==> src/rtl/hamming_pkg.sv <==
// Shared constants and elaboration-time helpers for the SECDED codec:
// parity-width sizing and the position map of data bits inside a codeword.
package hamming_pkg;

  localparam logic MODE_ENC = 1'b0;
  localparam logic MODE_DEC = 1'b1;

  // Smallest r with 2^r >= data_w + r + 1.
  function automatic int calc_par_w(input int data_w);
    int r;
    r = 1;
    while ((1 << r) < (data_w + r + 1)) r = r + 1;
    return r;
  endfunction

  function automatic bit is_pow2(input int p);
    return (p > 0) && ((p & (p - 1)) == 0);
  endfunction

  // Codeword position (1-based) of data bit idx: the idx-th non-power-of-two position.
  function automatic int data_pos(input int idx);
    int pos;
    int cnt;
    pos = 0;
    cnt = 0;
    for (int p = 1; p <= 128; p++) begin
      if (!is_pow2(p)) begin
        if (cnt == idx) pos = p;
        cnt = cnt + 1;
      end
    end
    return pos;
  endfunction

endpackage

==> src/rtl/hamming_secded_codec_if.sv <==
// Stream interface of the codec: input request channel and output result channel.
interface hamming_secded_codec_if
  import hamming_pkg::*;
#(
  parameter int DATA_W = 16
);
  localparam int PAR_W  = calc_par_w(DATA_W);
  localparam int CODE_W = DATA_W + PAR_W + 1;

  logic              in_valid;
  logic              in_ready;
  logic              in_mode;
  logic [CODE_W-1:0] in_data;
  logic              out_valid;
  logic              out_ready;
  logic              out_mode;
  logic [CODE_W-1:0] out_data;
  logic [PAR_W-1:0]  out_syndrome;
  logic              out_corr;
  logic              out_uncorr;

  modport master (
    output in_valid, in_mode, in_data, out_ready,
    input  in_ready, out_valid, out_mode, out_data, out_syndrome, out_corr, out_uncorr
  );

  modport slave (
    input  in_valid, in_mode, in_data, out_ready,
    output in_ready, out_valid, out_mode, out_data, out_syndrome, out_corr, out_uncorr
  );
endinterface

==> src/rtl/hamming_syndrome.sv <==
// Combinational check-vector generator: XOR of the positions of all set bits
// in [N-1:0], plus the parity of the whole vector.
module hamming_syndrome
  import hamming_pkg::*;
#(
  parameter int  DATA_W = 16,
  localparam int PAR_W  = calc_par_w(DATA_W),
  localparam int N      = DATA_W + PAR_W,
  localparam int CODE_W = N + 1
) (
  input  logic [CODE_W-1:0] vec_i,
  output logic [PAR_W-1:0]  chk_o,
  output logic              par_o
);

  always_comb begin
    // NOTE: every always_comb output gets a default first so no path leaves it unassigned (no latch).
    chk_o = '0;
    for (int p = 1; p <= N; p++) begin
      if (vec_i[p-1]) chk_o = chk_o ^ PAR_W'(p);
    end
    par_o = ^vec_i;
  end

endmodule

==> src/rtl/hamming_secded_codec.sv <==
// Two-stage SECDED Hamming encode/decode pipeline with valid/ready on both
// sides and saturating corrected/uncorrectable event counters.
module hamming_secded_codec
  import hamming_pkg::*;
#(
  parameter int DATA_W = 16,
  parameter int CNT_W  = 16
) (
  input  logic                   clk,
  input  logic                   rst,
  hamming_secded_codec_if.slave  bus,
  input  logic                   cnt_clr,
  output logic [CNT_W-1:0]       corr_cnt,
  output logic [CNT_W-1:0]       uncorr_cnt
);
  localparam int PAR_W  = calc_par_w(DATA_W);
  localparam int N      = DATA_W + PAR_W;
  localparam int CODE_W = N + 1;

  logic              en;
  logic              out_valid_q;
  logic [N-1:0]      scat;
  logic [N-1:0]      enc_vec;
  logic [N-1:0]      fixed_vec;
  logic [DATA_W-1:0] dec_data;
  logic [CODE_W-1:0] syn_in;
  logic [PAR_W-1:0]  syn_chk;
  logic              syn_par;

  // Whole pipe moves together; a stalled output freezes both stages.
  assign en          = !out_valid_q || bus.out_ready;
  assign bus.in_ready = en;

  for (genvar i = 0; i < DATA_W; i++) begin : g_data_map
    localparam int P = data_pos(i);
    assign scat[P-1]   = bus.in_data[i];
    assign dec_data[i] = fixed_vec[P-1];
  end

  for (genvar m = 0; m < PAR_W; m++) begin : g_chk_zero
    assign scat[(1 << m) - 1] = 1'b0;
  end

  // Encode computes check bits over the scattered data; decode computes s and q.
  assign syn_in = (bus.in_mode == MODE_DEC) ? bus.in_data : {1'b0, scat};

  hamming_syndrome #(.DATA_W(DATA_W)) u_syndrome (
    .vec_i (syn_in),
    .chk_o (syn_chk),
    .par_o (syn_par)
  );

  always_comb begin
    enc_vec = scat;
    for (int m = 0; m < PAR_W; m++) enc_vec[(1 << m) - 1] = syn_chk[m];
  end

  // Stage 1: placed vector, mode, syndrome and overall parity.
  logic              s1_valid_q;
  logic              s1_mode_q;
  logic              s1_par_q;
  logic [N-1:0]      s1_vec_q;
  logic [N-1:0]      s1_vec_d;
  logic [PAR_W-1:0]  s1_syn_q;

  assign s1_vec_d = (bus.in_mode == MODE_DEC) ? bus.in_data[N-1:0] : enc_vec;

  always_ff @(posedge clk) begin
    // NOTE: datapath registers are reset too, so outputs read back as zero after reset.
    if (rst) begin
      s1_valid_q <= 1'b0;
      s1_mode_q  <= MODE_ENC;
      s1_par_q   <= 1'b0;
      s1_vec_q   <= '0;
      s1_syn_q   <= '0;
    end else if (en) begin
      // NOTE: sequential state uses non-blocking assignments so all flops update together.
      s1_valid_q <= bus.in_valid;
      s1_mode_q  <= bus.in_mode;
      s1_par_q   <= syn_par;
      s1_vec_q   <= s1_vec_d;
      s1_syn_q   <= syn_chk;
    end
  end

  // Stage 2 combinational: single-bit repair and outcome classification.
  always_comb begin
    fixed_vec = s1_vec_q;
    for (int p = 1; p <= N; p++) begin
      if (s1_par_q && (s1_syn_q == PAR_W'(p))) fixed_vec[p-1] = ~s1_vec_q[p-1];
    end
  end

  logic [CODE_W-1:0] out_data_d,   out_data_q;
  logic [PAR_W-1:0]  out_syn_d,    out_syn_q;
  logic              out_corr_d,   out_corr_q;
  logic              out_uncorr_d, out_uncorr_q;
  logic              out_mode_q;

  always_comb begin
    out_data_d   = '0;
    out_syn_d    = '0;
    out_corr_d   = 1'b0;
    out_uncorr_d = 1'b0;
    if (s1_mode_q == MODE_DEC) begin
      out_data_d   = CODE_W'(dec_data);
      out_syn_d    = s1_syn_q;
      out_corr_d   = s1_par_q && (s1_syn_q <= PAR_W'(N));
      out_uncorr_d = (s1_par_q && (s1_syn_q > PAR_W'(N))) || (!s1_par_q && (s1_syn_q != '0));
    end else begin
      out_data_d = {^s1_vec_q, s1_vec_q};
    end
  end

  always_ff @(posedge clk) begin
    if (rst) begin
      out_valid_q  <= 1'b0;
      out_mode_q   <= MODE_ENC;
      out_data_q   <= '0;
      out_syn_q    <= '0;
      out_corr_q   <= 1'b0;
      out_uncorr_q <= 1'b0;
    end else if (en) begin
      out_valid_q  <= s1_valid_q;
      out_mode_q   <= s1_mode_q;
      out_data_q   <= out_data_d;
      out_syn_q    <= out_syn_d;
      out_corr_q   <= out_corr_d;
      out_uncorr_q <= out_uncorr_d;
    end
  end

  assign bus.out_valid    = out_valid_q;
  assign bus.out_mode     = out_mode_q;
  assign bus.out_data     = out_data_q;
  assign bus.out_syndrome = out_syn_q;
  assign bus.out_corr     = out_corr_q;
  assign bus.out_uncorr   = out_uncorr_q;

  // Event counters: clear wins over a same-cycle event; both stick at all-ones.
  logic             out_fire;
  logic [CNT_W-1:0] corr_cnt_d,   corr_cnt_q;
  logic [CNT_W-1:0] uncorr_cnt_d, uncorr_cnt_q;

  assign out_fire = out_valid_q && bus.out_ready;

  always_comb begin
    corr_cnt_d   = corr_cnt_q;
    uncorr_cnt_d = uncorr_cnt_q;
    if (cnt_clr) begin
      corr_cnt_d   = '0;
      uncorr_cnt_d = '0;
    end else if (out_fire) begin
      if (out_corr_q && (corr_cnt_q != '1))     corr_cnt_d   = corr_cnt_q + CNT_W'(1);
      if (out_uncorr_q && (uncorr_cnt_q != '1)) uncorr_cnt_d = uncorr_cnt_q + CNT_W'(1);
    end
  end

  always_ff @(posedge clk) begin
    if (rst) begin
      corr_cnt_q   <= '0;
      uncorr_cnt_q <= '0;
    end else begin
      corr_cnt_q   <= corr_cnt_d;
      uncorr_cnt_q <= uncorr_cnt_d;
    end
  end

  assign corr_cnt   = corr_cnt_q;
  assign uncorr_cnt = uncorr_cnt_q;

endmodule

==> src/flat_wrapper.sv <==
// flat-port wrapper written by rule: the top's interface ports become plain ports
module hamming_secded_codec_flat import hamming_pkg::*;
#(
  parameter int DATA_W = 16,
  parameter int CNT_W  = 16
)
  (clk, rst, cnt_clr, corr_cnt, uncorr_cnt, bus_in_valid, bus_in_mode, bus_in_data, bus_out_ready, bus_in_ready, bus_out_valid, bus_out_mode, bus_out_data, bus_out_syndrome, bus_out_corr, bus_out_uncorr);
  hamming_secded_codec_if #(.DATA_W(DATA_W)) bus_i ();
  input  logic clk;
  input  logic rst;
  input  logic cnt_clr;
  output logic [CNT_W-1:0] corr_cnt;
  output logic [CNT_W-1:0] uncorr_cnt;
  input wire logic [$bits(bus_i.in_valid)-1:0] bus_in_valid;
  input wire logic [$bits(bus_i.in_mode)-1:0] bus_in_mode;
  input wire logic [$bits(bus_i.in_data)-1:0] bus_in_data;
  input wire logic [$bits(bus_i.out_ready)-1:0] bus_out_ready;
  output wire logic [$bits(bus_i.in_ready)-1:0] bus_in_ready;
  output wire logic [$bits(bus_i.out_valid)-1:0] bus_out_valid;
  output wire logic [$bits(bus_i.out_mode)-1:0] bus_out_mode;
  output wire logic [$bits(bus_i.out_data)-1:0] bus_out_data;
  output wire logic [$bits(bus_i.out_syndrome)-1:0] bus_out_syndrome;
  output wire logic [$bits(bus_i.out_corr)-1:0] bus_out_corr;
  output wire logic [$bits(bus_i.out_uncorr)-1:0] bus_out_uncorr;
  assign bus_i.in_valid = bus_in_valid;
  assign bus_i.in_mode = bus_in_mode;
  assign bus_i.in_data = bus_in_data;
  assign bus_i.out_ready = bus_out_ready;
  assign bus_in_ready = bus_i.in_ready;
  assign bus_out_valid = bus_i.out_valid;
  assign bus_out_mode = bus_i.out_mode;
  assign bus_out_data = bus_i.out_data;
  assign bus_out_syndrome = bus_i.out_syndrome;
  assign bus_out_corr = bus_i.out_corr;
  assign bus_out_uncorr = bus_i.out_uncorr;
  hamming_secded_codec #(.DATA_W(DATA_W), .CNT_W(CNT_W)) u_core (.clk(clk), .rst(rst), .bus(bus_i), .cnt_clr(cnt_clr), .corr_cnt(corr_cnt), .uncorr_cnt(uncorr_cnt));
endmodule
==> config.mk <==
export PLATFORM = sky130hd
export DESIGN_NAME = hamming_secded_codec_flat
export DESIGN_NICKNAME = d
export VERILOG_FILES = /design/src/rtl/hamming_pkg.sv /design/src/rtl/hamming_secded_codec_if.sv /design/src/rtl/hamming_syndrome.sv /design/src/rtl/hamming_secded_codec.sv /design/src/flat_wrapper.sv
export SDC_FILE = /design/constraint.sdc
export NUM_CORES = 1
export LEC_CHECK = 0
export ABC_CLOCK_PERIOD_IN_PS = 4300
export BUFFER_PORTS_ARGS = -buffer_cell sky130_fd_sc_hd__buf_2
export CELL_PAD_IN_SITES_DETAIL_PLACEMENT = 1
export CELL_PAD_IN_SITES_GLOBAL_PLACEMENT = 2
export CORE_MARGIN = 2
export CORE_UTILIZATION = 35
export DETAILED_ROUTE_END_ITERATION = 6
export GPL_TIMING_DRIVEN = 0
export MAX_ROUTING_LAYER = met4
export PLACE_DENSITY_LB_ADDON = 0.1
export SYNTH_ARGS = -nofsm -noshare
export SYNTH_HDL_FRONTEND = slang
export SYNTH_HIERARCHICAL = 1
export SYNTH_SLANG_ARGS = --single-unit
==> constraint.sdc <==
create_clock -name clk -period 4.3 [get_ports clk]
set_input_delay 0.215 -clock clk [delete_from_list [all_inputs] [get_ports clk]]
set_output_delay 0.215 -clock clk [all_outputs]
set_load 0.005 [all_outputs]
==> After elaboration in Yosys (flattened, before gate mapping) <==
Index checks and enable logic that the tools add are counted.
{ "totals": {"out_inout_bits": 64, "elab_cells": 146, "register_bits": 92, "input_bits": 28} }
{ "op_classes": {"reduce_logical": 32, "n_mux": 43, "n_bitwise": 36, "eq_ne": 18, "n_lt_le_gt_ge": 2, "addsub": 2} }
{ "op_table": {"columns": ["op", "n"], "rows": [
  ["$mux 22", 2],
  ["$eq 5x4->1 const B", 7],
  ["$mux 5", 7],
  ["$add 16x1->16 const B", 2],
  ["$mux 4", 8],
  ["$ne 16x16->1 const B", 2],
  ["$eq 5x5->1 const B", 5],
  ["$logic_and 1x1->1", 22],
  ["$reduce_xor 22->1", 1],
  ["$mux 21", 1],
  ["$reduce_xor 21->1", 1],
  ["$mux 1", 19],
  ["$not 2->2", 9],
  ["$not 3->3", 6],
  ["$not 1->1", 16],
  ["$eq 5x3->1 const B", 3],
  ["$mux 3", 4],
  ["$eq 5x2->1 const B", 1],
  ["$gt 5x5->1 const B", 1],
  ["$le 5x5->1 const B", 1],
  ["$reduce_bool 5->1", 1],
  ["$mux 2", 2],
  ["$not 1->1 const A", 4],
  ["$not 4->4", 1],
  ["4 further kinds", 7]
]} }

==> Longest topological paths before layout <==
{ "depth": {"word_depth": 39, "mapped_depth": 9, "mapped_depth_nobuf": 7} }

==> Hierarchy <==
Netlist, hierarchy kept.
{ "modules_own_cells": {"columns": ["module", "cells_per_inst", "area_per_inst_um2", "instances", "seq_area_each_um2"], "rows": [
  ["hamming_secded_codec", 551, 4583.1, 1, 1841.8],
  ["hamming_syndrome", 34, 375.4, 1, 0.0]
]} }

==> Least setup slack after synthesis <==
OpenSTA, ideal clock, no wires.
{ "synth_timing": {"path_kind": "input-to-reg", "startpoint": "input port bus_in_mode", "endpoint": "register u_core.s1_par_q", "arrival_time_ps": 2180, "stages": 9, "required_time_ps": 4168, "path_slack_ps": 1988, "setup_ps": 132, "path_buffers": 2, "cell_sequence": "clkbuf_1 -> buf_2 -> mux2_2 -> xnor2_2 -> xnor3_1 -> xnor2_1 -> xnor3_1 -> nand2_1 -> a21oi_1"} }
{ "synth_via": {"elab_chain_cells": 2} }
{ "synth_lines": {"columns": ["element", "line", "source"], "rows": [
  ["from (decl)", "flat_wrapper.sv:15", "input wire logic [$bits(bus_i.in_mode)-1:0] bus_in_mode;"],
  ["$mux 22", "hamming_secded_codec.sv:45", "assign syn_in = (bus.in_mode == MODE_DEC) ? bus.in_data : {1'b0, scat};"],
  ["$reduce_xor 22->1", "hamming_syndrome.sv:22", "par_o = ^vec_i;"],
  ["net u_core.syn_par", "hamming_secded_codec.sv:28", "logic syn_par;"],
  ["to (signal assigned)", "hamming_secded_codec.sv:80", "s1_par_q <= syn_par;"],
  ["to (decl)", "hamming_secded_codec.sv:61", "logic s1_par_q;"]
]} }
The timed path passes the listed nets, and every way through them passes these cells.
A chain may end at the register's enable or synchronous reset.

==> Worst setup path in the final report <==
{ "layout_timing": {"startpoint": "register u_core.out_valid_q, in the netlist u_core/bus.out_valid", "endpoint": "output port bus_in_ready"} }
{ "layout_via": {"elab_chain_cells": 2} }
{ "layout_lines": {"columns": ["element", "line", "source"], "rows": [
  ["from (decl)", "hamming_secded_codec.sv:21", "logic out_valid_q;"],
  ["from (signal assigned)", "hamming_secded_codec.sv:124", "out_valid_q <= s1_valid_q;"],
  ["$logic_not 1->1", "hamming_secded_codec.sv:31", "assign en = !out_valid_q || bus.out_ready;"],
  ["$logic_or 1x1->1", "hamming_secded_codec.sv:31", null],
  ["to (decl)", "flat_wrapper.sv:18", "output wire logic [$bits(bus_i.in_ready)-1:0] bus_in_ready;"]
]} }
Every way passes these cells.

==> flow_summary_export.csv <==
group,metric,value,unit
yosys,synth_most_common_cell,"dfxtp_1",
die,start_util,35.7,%
global_routing,grt_usage,21.7,%
clocking,clk_latency,350,ps
worst_setup_path,worstPathBufferInverterCount,4,
worst_setup_path,cp-end-kind,"output port",
die,die_x,123,um
clocking,htreeDepth,3,
timing,hold_viol,0,
route,drc_errors,0,
timing,worst_pin_slew,671,ps
route,drtPass1Iterations,5,
yosys,yosysSeqAreaShare,37.1,%
route,viasPerCell,5.29,
clocking,cts_resized,0,
finish,antennaDiodeCount,0,
timing,layout_setup_ws,1920,ps
power_and_ir_drop,p_sw_share,30.0,%
min_path,min_path_type,"in2reg",
yosys,synthAdderAreaFrac,0.505,%
timing,setup_viol,0,
timing,slew_headroom,55.3,%
clocking,hold_buffers,0,
yosys,synthXorXnorAreaFrac,16.0,%
global_routing,gr-usage-met2,36.3,%
flow_run,max_cap_violations,0,
global_routing,grt_pass1_wl,24200,um
clocking,clk_pin_slew,70,ps
worst_setup_path,worstPathCellList,"nor2b_1 -> inv_2 -> clkbuf_1 -> buf_1 -> buf_2",
yosys,synth_top_area_share,37.1,%
route,drtIter0Drc,298,
clocking,cts_buffers,9,
worst_setup_path,required,4090,ps
global_routing,grt_overflow,0,
power_and_ir_drop,p_sw,0.750,mW
outcome,outcome,"finished clean",
yosys,ys_top_cells_by_count,"92 x dfxtp_1, 78 x nor2_1, 56 x nand2_1, 46 x xnor2_1, 45 x a21oi_1",
die,core-area,13900,um^2
global_routing,grt_max_degree,16,
yosys,synthTopCellsByArea,"dfxtp_1 37%, xnor2_1 8.1%, nor2_1 5.9%",
worst_setup_path,crit_fanout,10,
die,die_area,15100,um^2
worst_setup_path,worstPathArrival,2160,ps
placed_design,dp_slack,1650,ps
clocking,clock_path_buffers,2,
worst_setup_path,timing_worst_setup_path_type,"reg2out",
yosys,muxShareOfSynthArea,4.24,%
worst_setup_path,cpMaxStageDelayCell,"buf_1",
route,wl_per_cell,17.6,um
power_and_ir_drop,peakVddDrop,0.351,mV
placed_design,dp_hpwl,11800,um
yosys,synth_top_family_by_area,"simple AND/OR/NAND/NOR gates",
clocking,cts_setup_buffers,0,
die,io_pins,92,
route,routed_wl,15300,um
finish,nets,715,
yosys,post_synth.cell_area_avg,8.48,um^2
global_routing,use_met3,4.20,%
yosys,synthSimpleGateAreaFrac,24.2,%
power_and_ir_drop,combPwrFrac,25.4,%
yosys,ys_warn_count,6,
power_and_ir_drop,pwr-share-clk,34.8,%
timing,rsz0062_at_grt,"no",
route,ant_nets,0,
yosys,synth-compound-area-share,14.1,%
yosys,synthFlopType,"dfxtp_1",
yosys,yosysTopAreaCell,"dfxtp_1",
clocking,cts_tree,"yes",
yosys,synthDistinctLibCells,56,
power_and_ir_drop,intPower,1.75,mW
timing,post-route-min-period,2380,ps
yosys,synth_edf_count,0,
power_and_ir_drop,power_density,420,nW/um^2
finish,area_delta_synth_final,20.1,%
placed_design,gp_congestion,0.845,
power_and_ir_drop,seq_power_share,39.8,%
worst_setup_path,slowest_delay,500,ps
yosys,synth_cells,585,
route,vias,4601,
global_routing,grt_use_met1,26.3,%
clocking,clock_tree.root_cell,"clkbuf_16",
worst_setup_path,cp_top_family,"buffers and inverters",
global_routing,grt_pass1_vias,4601,
die,rows,43,
global_routing,grt_busiest_layer,"met2",
worst_setup_path,worstSetupStartpointType,"register",
timing,finalCritPeriodShare,55.3,%
yosys,synth_area,4960,um^2
clocking,numClockSinks,92,
yosys,ys_ff_latch,92,
timing,finalMaxSlewViolations,0,
timing,fmax,421,MHz
power_and_ir_drop,p_total,2.50,mW
finish,drive_gt1_share,20.5,%
yosys,synthArstFlopShare,0,%
timing,final.setup.tns,0,ps
global_routing,antenna_found_initial,0,
yosys,synth_nets,615,
finish,fin_util,42.9,%
placed_design,numPortBuffers,89,
power_and_ir_drop,p_leak,2.37,nW
timing,skew,6.74,ps
die,die_y,123,um
timing,hold_ws,117,ps
==> path summary, 6_finish.rpt <==
kind,endpoint,slack (ps),cells after the start,from
setup reg to reg,u_core/s1_syn_q[0]$_SDFFE_PP0P_,2320,5,u_core/bus.out_valid$_SDFFE_PP0P_
hold reg to reg,u_core/bus.out_data[12]$_SDFFE_PP0P_,450,2,u_core/bus.out_data[12]$_SDFFE_PP0P_
hold / removal,u_core/s1_valid_q$_SDFFE_PP0P_,120,3,bus_in_valid
setup / recovery,bus_in_ready,1920,5,u_core/bus.out_valid$_SDFFE_PP0P_
==> cell usage in the layout (no fill, tap or decap), types with 7 or more instances in the layout <==
cell type	count
clkbuf_1	25
nand3b_1	7
mux2_2	16
nand3_1	12
nor2_1	78
xor2_1	21
and2_1	7
nand2_1	56
or3_1	13
o21ai_0	24
clkbuf_16	9
nand4_1	7
o211ai_1	9
a21oi_1	45
dfxtp_1	92
a311o_1	7
buf_2	93
xnor3_1	7
nor3_1	21
and3_1	12
xnor2_1	46
==> power by group through the flow <==
stage | Clock [mW] | Combinational (mW) | Sequential (mW)
2_1_floorplan | 0 | 0.467 | 0.991
3_3_place_gp | 0 | 0.627 | 1.01
3_5_place_dp | 0 | 0.638 | 1.01
4_1_cts | 0.898 | 0.642 | 0.994
5_1_grt | 0.935 | 0.701 | 1.00
6_report | 0.870 | 0.635 | 0.995
==> cells by family after synthesis <==
group	Yosys count
buf+inv	42
fa+ha+maj	2
mux	19
simple gates	241
flops	92
compound gates	112
xor+xnor	77
==> per-stage QoR <==
stage          cells  cell area, um^2
6_report         869             5950
5_1_grt          869             5950
4_1_cts          869             5950
3_5_place_dp     854             5630
3_3_place_gp     854             5630
2_1_floorplan    585             4960
==> cell type report <==
type,instances,area [um^2]
multi-input combinational,451,2930
fill,1697,7930
tap,180,225
clock buffer,10,239
buffer,38,174
sequential,92,1840
inverter,4,15.0
clock inverter,5,85.1
timing repair buffer,89,445
==> worst register-to-register path, delay by kind of cell, from the launching register on <==
kind            cells  cell delay, ps
compound gates      1             140
buf+inv             2             990
flops               1             380
simple gates        2             400
==> per-layer routing <==
layer | routed length (um) | part of all wire [%] | up-vias
met5 | 0 | 0 | -
li1 | - | - | 2251
met1 | 6770 | 44 | 2237
met4 | 274 | 1.8 | 0
met2 | 7540 | 49 | 92
met3 | 667 | 4.4 | 21
==> flip-flops by register name, indices dropped and copies added, names as in the netlist <==
signal                   count
u_core/s1_valid_q            1
u_core/bus.out_mode          1
u_core/bus.out_data         22
u_core/s1_mode_q             1
u_core/uncorr_cnt           16
u_core/s1_par_q              1
u_core/s1_syn_q              5
u_core/bus.out_corr          1
u_core/bus.out_valid         1
u_core/bus.out_uncorr        1
u_core/corr_cnt             16
u_core/s1_vec_q             21
u_core/bus.out_syndrome      5
(Power assumes the default switching activity.)
